**src/rtl/sub_byte_combinational.sv**
```systemverilog
// AES forward S-box in logic: composite-field GF((2^4)^2) inverse plus affine, output registered (latency 1, no backpressure).
// Define SBOX_PIPE_EN to register after the GF(2^4) inversion stage (latency 2, still 1 byte/cycle).
module sub_byte_combinational (
  input  logic       clk,
  input  logic       rst,
  input  logic [7:0] data_in,
  output logic [7:0] data_out
);

  // GF(2^4), polynomial x^4 + x + 1
  function automatic logic [3:0] gf16_mul(input logic [3:0] a, input logic [3:0] b);
    logic [3:0] r;
    logic [3:0] t;
    r = 4'h0;
    t = a;
    for (int i = 0; i < 4; i++) begin
      if (b[i]) r = r ^ t;
      t = {t[2:0], 1'b0} ^ (t[3] ? 4'h3 : 4'h0);
    end
    return r;
  endfunction

  function automatic logic [3:0] gf16_sq(input logic [3:0] a);
    return {a[3], a[1] ^ a[3], a[2], a[0] ^ a[2]};
  endfunction

  function automatic logic [3:0] gf16_mul_lambda(input logic [3:0] a);
    return gf16_mul(a, 4'hC);
  endfunction

  function automatic logic [3:0] gf16_inv(input logic [3:0] a);
    logic [3:0] r;
    case (a)
      4'h0: r = 4'h0;  4'h1: r = 4'h1;  4'h2: r = 4'h9;  4'h3: r = 4'hE;
      4'h4: r = 4'hD;  4'h5: r = 4'hB;  4'h6: r = 4'h7;  4'h7: r = 4'h6;
      4'h8: r = 4'hF;  4'h9: r = 4'h2;  4'hA: r = 4'hC;  4'hB: r = 4'h5;
      4'hC: r = 4'hA;  4'hD: r = 4'h4;  4'hE: r = 4'h3;  default: r = 4'h8;
    endcase
    return r;
  endfunction

  // Composite element packed as {high, low}, extension y^2 = y + lambda
  function automatic logic [7:0] gfc_mul(input logic [7:0] a, input logic [7:0] b);
    logic [3:0] hh;
    hh = gf16_mul(a[7:4], b[7:4]);
    return {hh ^ gf16_mul(a[7:4], b[3:0]) ^ gf16_mul(a[3:0], b[7:4]),
            gf16_mul_lambda(hh) ^ gf16_mul(a[3:0], b[3:0])};
  endfunction

  function automatic logic [7:0] gfc_inv(input logic [7:0] a);
    logic [3:0] ah;
    logic [3:0] al;
    logic [3:0] d;
    logic [3:0] di;
    ah = a[7:4];
    al = a[3:0];
    d  = gf16_mul_lambda(gf16_sq(ah)) ^ gf16_mul(ah, al) ^ gf16_sq(al);
    di = gf16_inv(d);
    return {gf16_mul(ah, di), gf16_mul(ah ^ al, di)};
  endfunction

  // Column i of a matrix lives at m[8*i +: 8]
  function automatic logic [7:0] mat_apply(input logic [63:0] m, input logic [7:0] x);
    logic [7:0] r;
    r = 8'h00;
    for (int i = 0; i < 8; i++)
      if (x[i]) r = r ^ m[8*i +: 8];
    return r;
  endfunction

  // Elaboration only: a root of x^8+x^4+x^3+x+1 in the composite field fixes the isomorphism
  function automatic logic [7:0] find_root();
    logic [7:0] b;
    logic [7:0] b2;
    logic [7:0] b4;
    logic [7:0] b8;
    logic [7:0] root;
    logic       found;
    root  = 8'h00;
    found = 1'b0;
    for (int c = 2; c < 256; c++) begin
      b  = c[7:0];
      b2 = gfc_mul(b, b);
      b4 = gfc_mul(b2, b2);
      b8 = gfc_mul(b4, b4);
      if (!found && ((b8 ^ b4 ^ gfc_mul(b2, b) ^ b ^ 8'h01) == 8'h00)) begin
        root  = b;
        found = 1'b1;
      end
    end
    return root;
  endfunction

  function automatic logic [63:0] build_iso();
    logic [63:0] m;
    logic [7:0]  beta;
    logic [7:0]  p;
    beta = find_root();
    p    = 8'h01;
    m    = 64'h0;
    for (int i = 0; i < 8; i++) begin
      m[8*i +: 8] = p;
      p = gfc_mul(p, beta);
    end
    return m;
  endfunction

  function automatic logic [63:0] build_inv(input logic [63:0] m);
    logic [63:0] r;
    logic [7:0]  y;
    r = 64'h0;
    for (int x = 0; x < 256; x++) begin
      y = mat_apply(m, x[7:0]);
      for (int j = 0; j < 8; j++)
        if (y == (8'h01 << j)) r[8*j +: 8] = x[7:0];
    end
    return r;
  endfunction

  function automatic logic [7:0] affine(input logic [7:0] b);
    return b ^ {b[6:0], b[7]} ^ {b[5:0], b[7:6]} ^ {b[4:0], b[7:5]} ^ {b[3:0], b[7:4]} ^ 8'h63;
  endfunction

  localparam logic [63:0] ISO_M = build_iso();
  localparam logic [63:0] INV_M = build_inv(ISO_M);

  logic [7:0] comp_in;
  logic [7:0] comp_inv;
  logic [7:0] stage;
  logic [7:0] data_d;
  logic [7:0] data_q;

  always_comb begin
    comp_in  = mat_apply(ISO_M, data_in);
    comp_inv = gfc_inv(comp_in);
  end

`ifdef SBOX_PIPE_EN
  logic [7:0] inv_q;

  always_ff @(posedge clk or posedge rst) begin
    if (rst) inv_q <= 8'h00;
    else     inv_q <= comp_inv;
  end

  assign stage = inv_q;
`else
  assign stage = comp_inv;
`endif

  always_comb data_d = affine(mat_apply(INV_M, stage));

  always_ff @(posedge clk or posedge rst) begin
    if (rst) data_q <= 8'h00;
    else     data_q <= data_d;
  end

  assign data_out = data_q;

endmodule

```
**config.mk**
```make
export PLATFORM = sky130hd
export DESIGN_NAME = sub_byte_combinational
export DESIGN_NICKNAME = d
export VERILOG_FILES = /design/src/rtl/sub_byte_combinational.sv
export SDC_FILE = /design/constraint.sdc
export NUM_CORES = 1
export LEC_CHECK = 0
export ABC_CLOCK_PERIOD_IN_PS = 1000
export CAP_MARGIN = 10
export CORE_ASPECT_RATIO = 1.75
export CORE_MARGIN = 8
export CORE_UTILIZATION = 57
export DETAILED_ROUTE_END_ITERATION = 8
export GPL_TIMING_DRIVEN = 0
export PLACE_DENSITY = 0.79
export SYNTH_ARGS = -nofsm -noshare
export SYNTH_HDL_FRONTEND = slang
export SYNTH_SLANG_ARGS = --single-unit
```
**constraint.sdc**
```tcl
create_clock -name clk -period 1 [get_ports clk]
set_input_delay 0.2 -clock clk [delete_from_list [all_inputs] [get_ports clk]]
set_output_delay 0.2 -clock clk [all_outputs]
set_load 0.03 [all_outputs]
```
==> results of run 1 <==
## cells in the mapped netlist (all sizes together) (7+ instances only)
library cell,instances
xnor2,30
xor2,23
nor2,20
o21ai,19
a21oi,13
nand2,11
buf,10
inv,9
nor3,9
dfrtp,8
ha,7
mux2,7
## repair_timing
action	CTS
setup buffers	50
pin swaps	33
gates cloned	0
endpoints found under the setup margin	16
gates resized for setup	147
## metrics by stage
step | std cells | setup WS, ns | util
floorplan | 248 | -3.22 | -
global placement | 310 | -4.43 | 0.682
detailed placement | 310 | -4.52 | 0.682
CTS | 362 | -3.07 | 0.908
## logic make-up after synthesis
group,Yosys count,synth area share
simple gates,72,0.183
compound gates,64,0.220
xor+xnor,59,0.330
buf+inv,25,0.0547
mux,13,0.0745
flops,8,0.0961
fa+ha+maj,7,0.0420
==> flow_summary.ini, run 1 <==
[floorplan]
num_rows = 29
start_util = 0.586
pin_count = 18
die_x_um = 61.7
dieHeight_um = 96.0

[run_status]
firstError = [ERROR DPL-0038] Utilization greater than 100%, impossible to legalize
stop_stage = 5_1_grt
status = aborted with a tool error

[logic_synthesis]
ys_seq_area_frac = 0.0961
async_flop_share = 1.00
avgSynthCellArea_um2 = 8.40
synth_cell_types = 58
yosys_warnings = 0
yosys-top-cells-area = xnor2_1, dfrtp_1, xor2_1, xnor3_1, ha_1
synthesis.nets = 265
syn_area_um2 = 2080
synthCells = 248
ys_seq_elements = 8
yosys.area.top_type = xnor2_1
ys.flop_type = dfrtp_1
synth-edff-count = 0
yosysTopAreaCellShare = 0.122

[sta]
worst-ep-kind = sequential cell input
grt-worst-endpoint = data_out[1]$_DFF_PP0_/D

[placement]
routabilityCongestion = 0.845
hpwl_um = 4250
io_buffers = 16
placed_area_um2 = 2430

[clock_tree]
clk_path_buf_depth = 2
cts_hold_buf = 0
clockRootBuffer = clkbuf_8
cts_sinks = 8
cts_made_buffers = 3
htree_levels = 1

[global_route]
grt_max_degree = 11
==> run 2, diff against run 1 <==
--- a/config.mk
+++ b/config.mk
@@ -7,12 +7,11 @@
 export LEC_CHECK = 0
 export ABC_CLOCK_PERIOD_IN_PS = 1000
 export CAP_MARGIN = 10
-export CORE_ASPECT_RATIO = 1.75
 export CORE_MARGIN = 8
-export CORE_UTILIZATION = 57
+export CORE_UTILIZATION = 40
 export DETAILED_ROUTE_END_ITERATION = 8
 export GPL_TIMING_DRIVEN = 0
-export PLACE_DENSITY = 0.79
+export PLACE_DENSITY_LB_ADDON = 0.15
 export SYNTH_ARGS = -nofsm -noshare
 export SYNTH_HDL_FRONTEND = slang
 export SYNTH_SLANG_ARGS = --single-unit
==> flow_summary.ini, run 2 <==
[run_status]
status = complete, but fails checks
violations = negative setup slack

[critical_path]
setup.worst_path.end_class = flip-flop
cp_max_fo = 4
cp_cell_sequence = buf_12, xor2_4, buf_6, xnor2_4, or2_1, a221oi_2, xor2_2, inv_2, ha_4, mux2_2, and3_1, a311oi_2, xnor2_1, a21oi_1, xor3_2, xnor3_2, xnor2_2
critPathArrivalTime_ns = 4.05
crit_required_ns = 1.10
cpMaxStageDelayCell = xor3_2
critical_path_class = input pin to flip-flop
cp-start-kind = input pin
critPathBufInv = 3
cpPeakStageDelay_ns = 0.50
crit_family = XOR/XNOR gates

[logic_synthesis]
synth_cell_types = 58
yosys-top-cells-area = xnor2_1, dfrtp_1, xor2_1, xnor3_1, ha_1
synth_commonest_cells = xnor2_1, nor2_1, o21ai_0, xor2_1, a21oi_1
yosys_warnings = 0
synth.most_common_cell = xnor2_1
ys_seq_area_frac = 0.0961
yosys.area.top_type = xnor2_1
async_flop_share = 1.00
synth-edff-count = 0
synthCells = 248
yosysTopAreaCellShare = 0.122
syn_area_um2 = 2080
avgSynthCellArea_um2 = 8.40
synthesis.nets = 265
ys_seq_elements = 8
ys.flop_type = dfrtp_1

[clock_tree]
clk_path_buf_depth = 2
htree_levels = 1
clk_pin_slew_ns = 0.04
cts_sinks = 8
clockRootBuffer = clkbuf_8
cts_made_buffers = 3
cts_hold_buf = 0
cts_tree = built

[sta]
timing.final.crit_share = 3.94
tightest_slew_ns = 0.757
rsz0062_at_grt = true
max_clock_freq_ghz = 0.254
final_max_slew_viol_count = 0
hold_viol = 0
fin_ws_ns = -2.94
maxSlewHeadroom = 0.494
setup_viol = 8
finalCriticalPeriod_ns = 3.94
hold_ws_ns = 0.218

[drt]
wirelength_um = 6220
vias = 2130
drt-pass1-iter-count = 4
drc_errors = 0
drt_iter0_markers = 183
wl_per_cell_um = 15.8
viasPerCell = 5.42
postRouteAntennaNets = 0

[floorplan]
start_util = 0.411
dieHeight_um = 88.2
pin_count = 18
core_um2 = 5070
die_x_um = 88.2
num_rows = 26
dieArea_um2 = 7770

[cells_and_area]
n_fill_cell = 410
antennaDiodeCount = 0
final_common_cell = buf_4
area_growth_pct = 60.7
drive_gt1_frac = 0.511
nNetsFinal = 342
largest_reg_flops = 8
final_cell_mix = buf_4, nor2_1, xnor2_1

[global_route]
antenna_found_initial = 0
first_global_vias = 2167
grt_max_degree = 11
grt-ovfl-total = 0
grt_first_pass_wirelength_um = 10300
grt_use_total = 0.165

[placement]
io_buffers = 16
routabilityCongestion = 0.844
hpwl_um = 3900

[hold_path]
hold_path.class = input pin to async pin

[job]
cap_viol_max_count = 0
## run 2: cell counts after synthesis
No cell type changed its count.
## run 2: final cells by class
cell class | count | area, um2 | share of cell area
Buffer | 15 | 138 | 0.0411
Clock buffer | 3 | 41.3 | 0.0123
Inverter | 9 | 33.8 | 0.0101
Multi-Input combinational cell | 215 | 2270 | 0.679
Sequential cell | 8 | 200 | 0.0598
Tap cell | 70 | 87.6 | 0.0262
Timing Repair Buffer | 73 | 574 | 0.172
## run 2: what timing repair did
item,4_1_cts,5_1_grt
buffers inserted,39,19
resized for setup,132,31
endpoints found under the setup margin,16,8
pin swaps,34,16
## run 2: worst max-delay path by stage
stage	startpoint	end	slack, ns	cells past startpoint
global placement	data_in[5]	data_out[4]	-4.59	16
global route	data_in[3]	data_out[4]	-3.12	19
CTS	data_in[4]	data_out[1]	-3.09	16
detailed placement	data_in[5]	data_out[4]	-4.50	16
floorplan	data_in[4]	data_out[4]	-3.22	18
finish	data_in[4]	data_out[4]	-2.94	17
## run 2: stage by stage
step | setup TNS, ns | instance area, um2 | setup WS, ns | cells | utilization
5_1_grt | -23.50 | 3350 | -3.12 | 393 | 0.660
3_5_place_dp | -34.74 | 2460 | -4.50 | 334 | 0.484
4_1_cts | -23.05 | 3070 | -3.09 | 376 | 0.604
3_3_place_gp | -35.08 | 2460 | -4.59 | 334 | 0.484
6_report | -22.40 | 3350 | -2.94 | 393 | 0.660
2_1_floorplan | -23.54 | 2210 | -3.22 | 248 | -
## run 2: cell families after synthesis
| group | synth area share |
|---|---|
| adder cells (fa/ha/maj) | 0.0420 |
| multiplexers | 0.0745 |
| AO/OA/AOI/OAI | 0.220 |
| AND/OR/NAND/NOR | 0.183 |
| XOR/XNOR | 0.330 |
| flip-flops | 0.0961 |
| buffers and inverters | 0.0547 |
## run 2: layer usage
layer | track usage | wire length, um | vias up
li1 | - | - | 1035
met1 | 0.193 | 2590 | 1022
met2 | 0.307 | 3290 | 69
met3 | 0.0235 | 311 | 4
met4 | 0.0338 | 27 | 0
met5 | 0 | 0 | -
Power of run 2 is not shown: default switching activity piles up to over one toggle a cycle in this logic, so the estimate is an artifact.
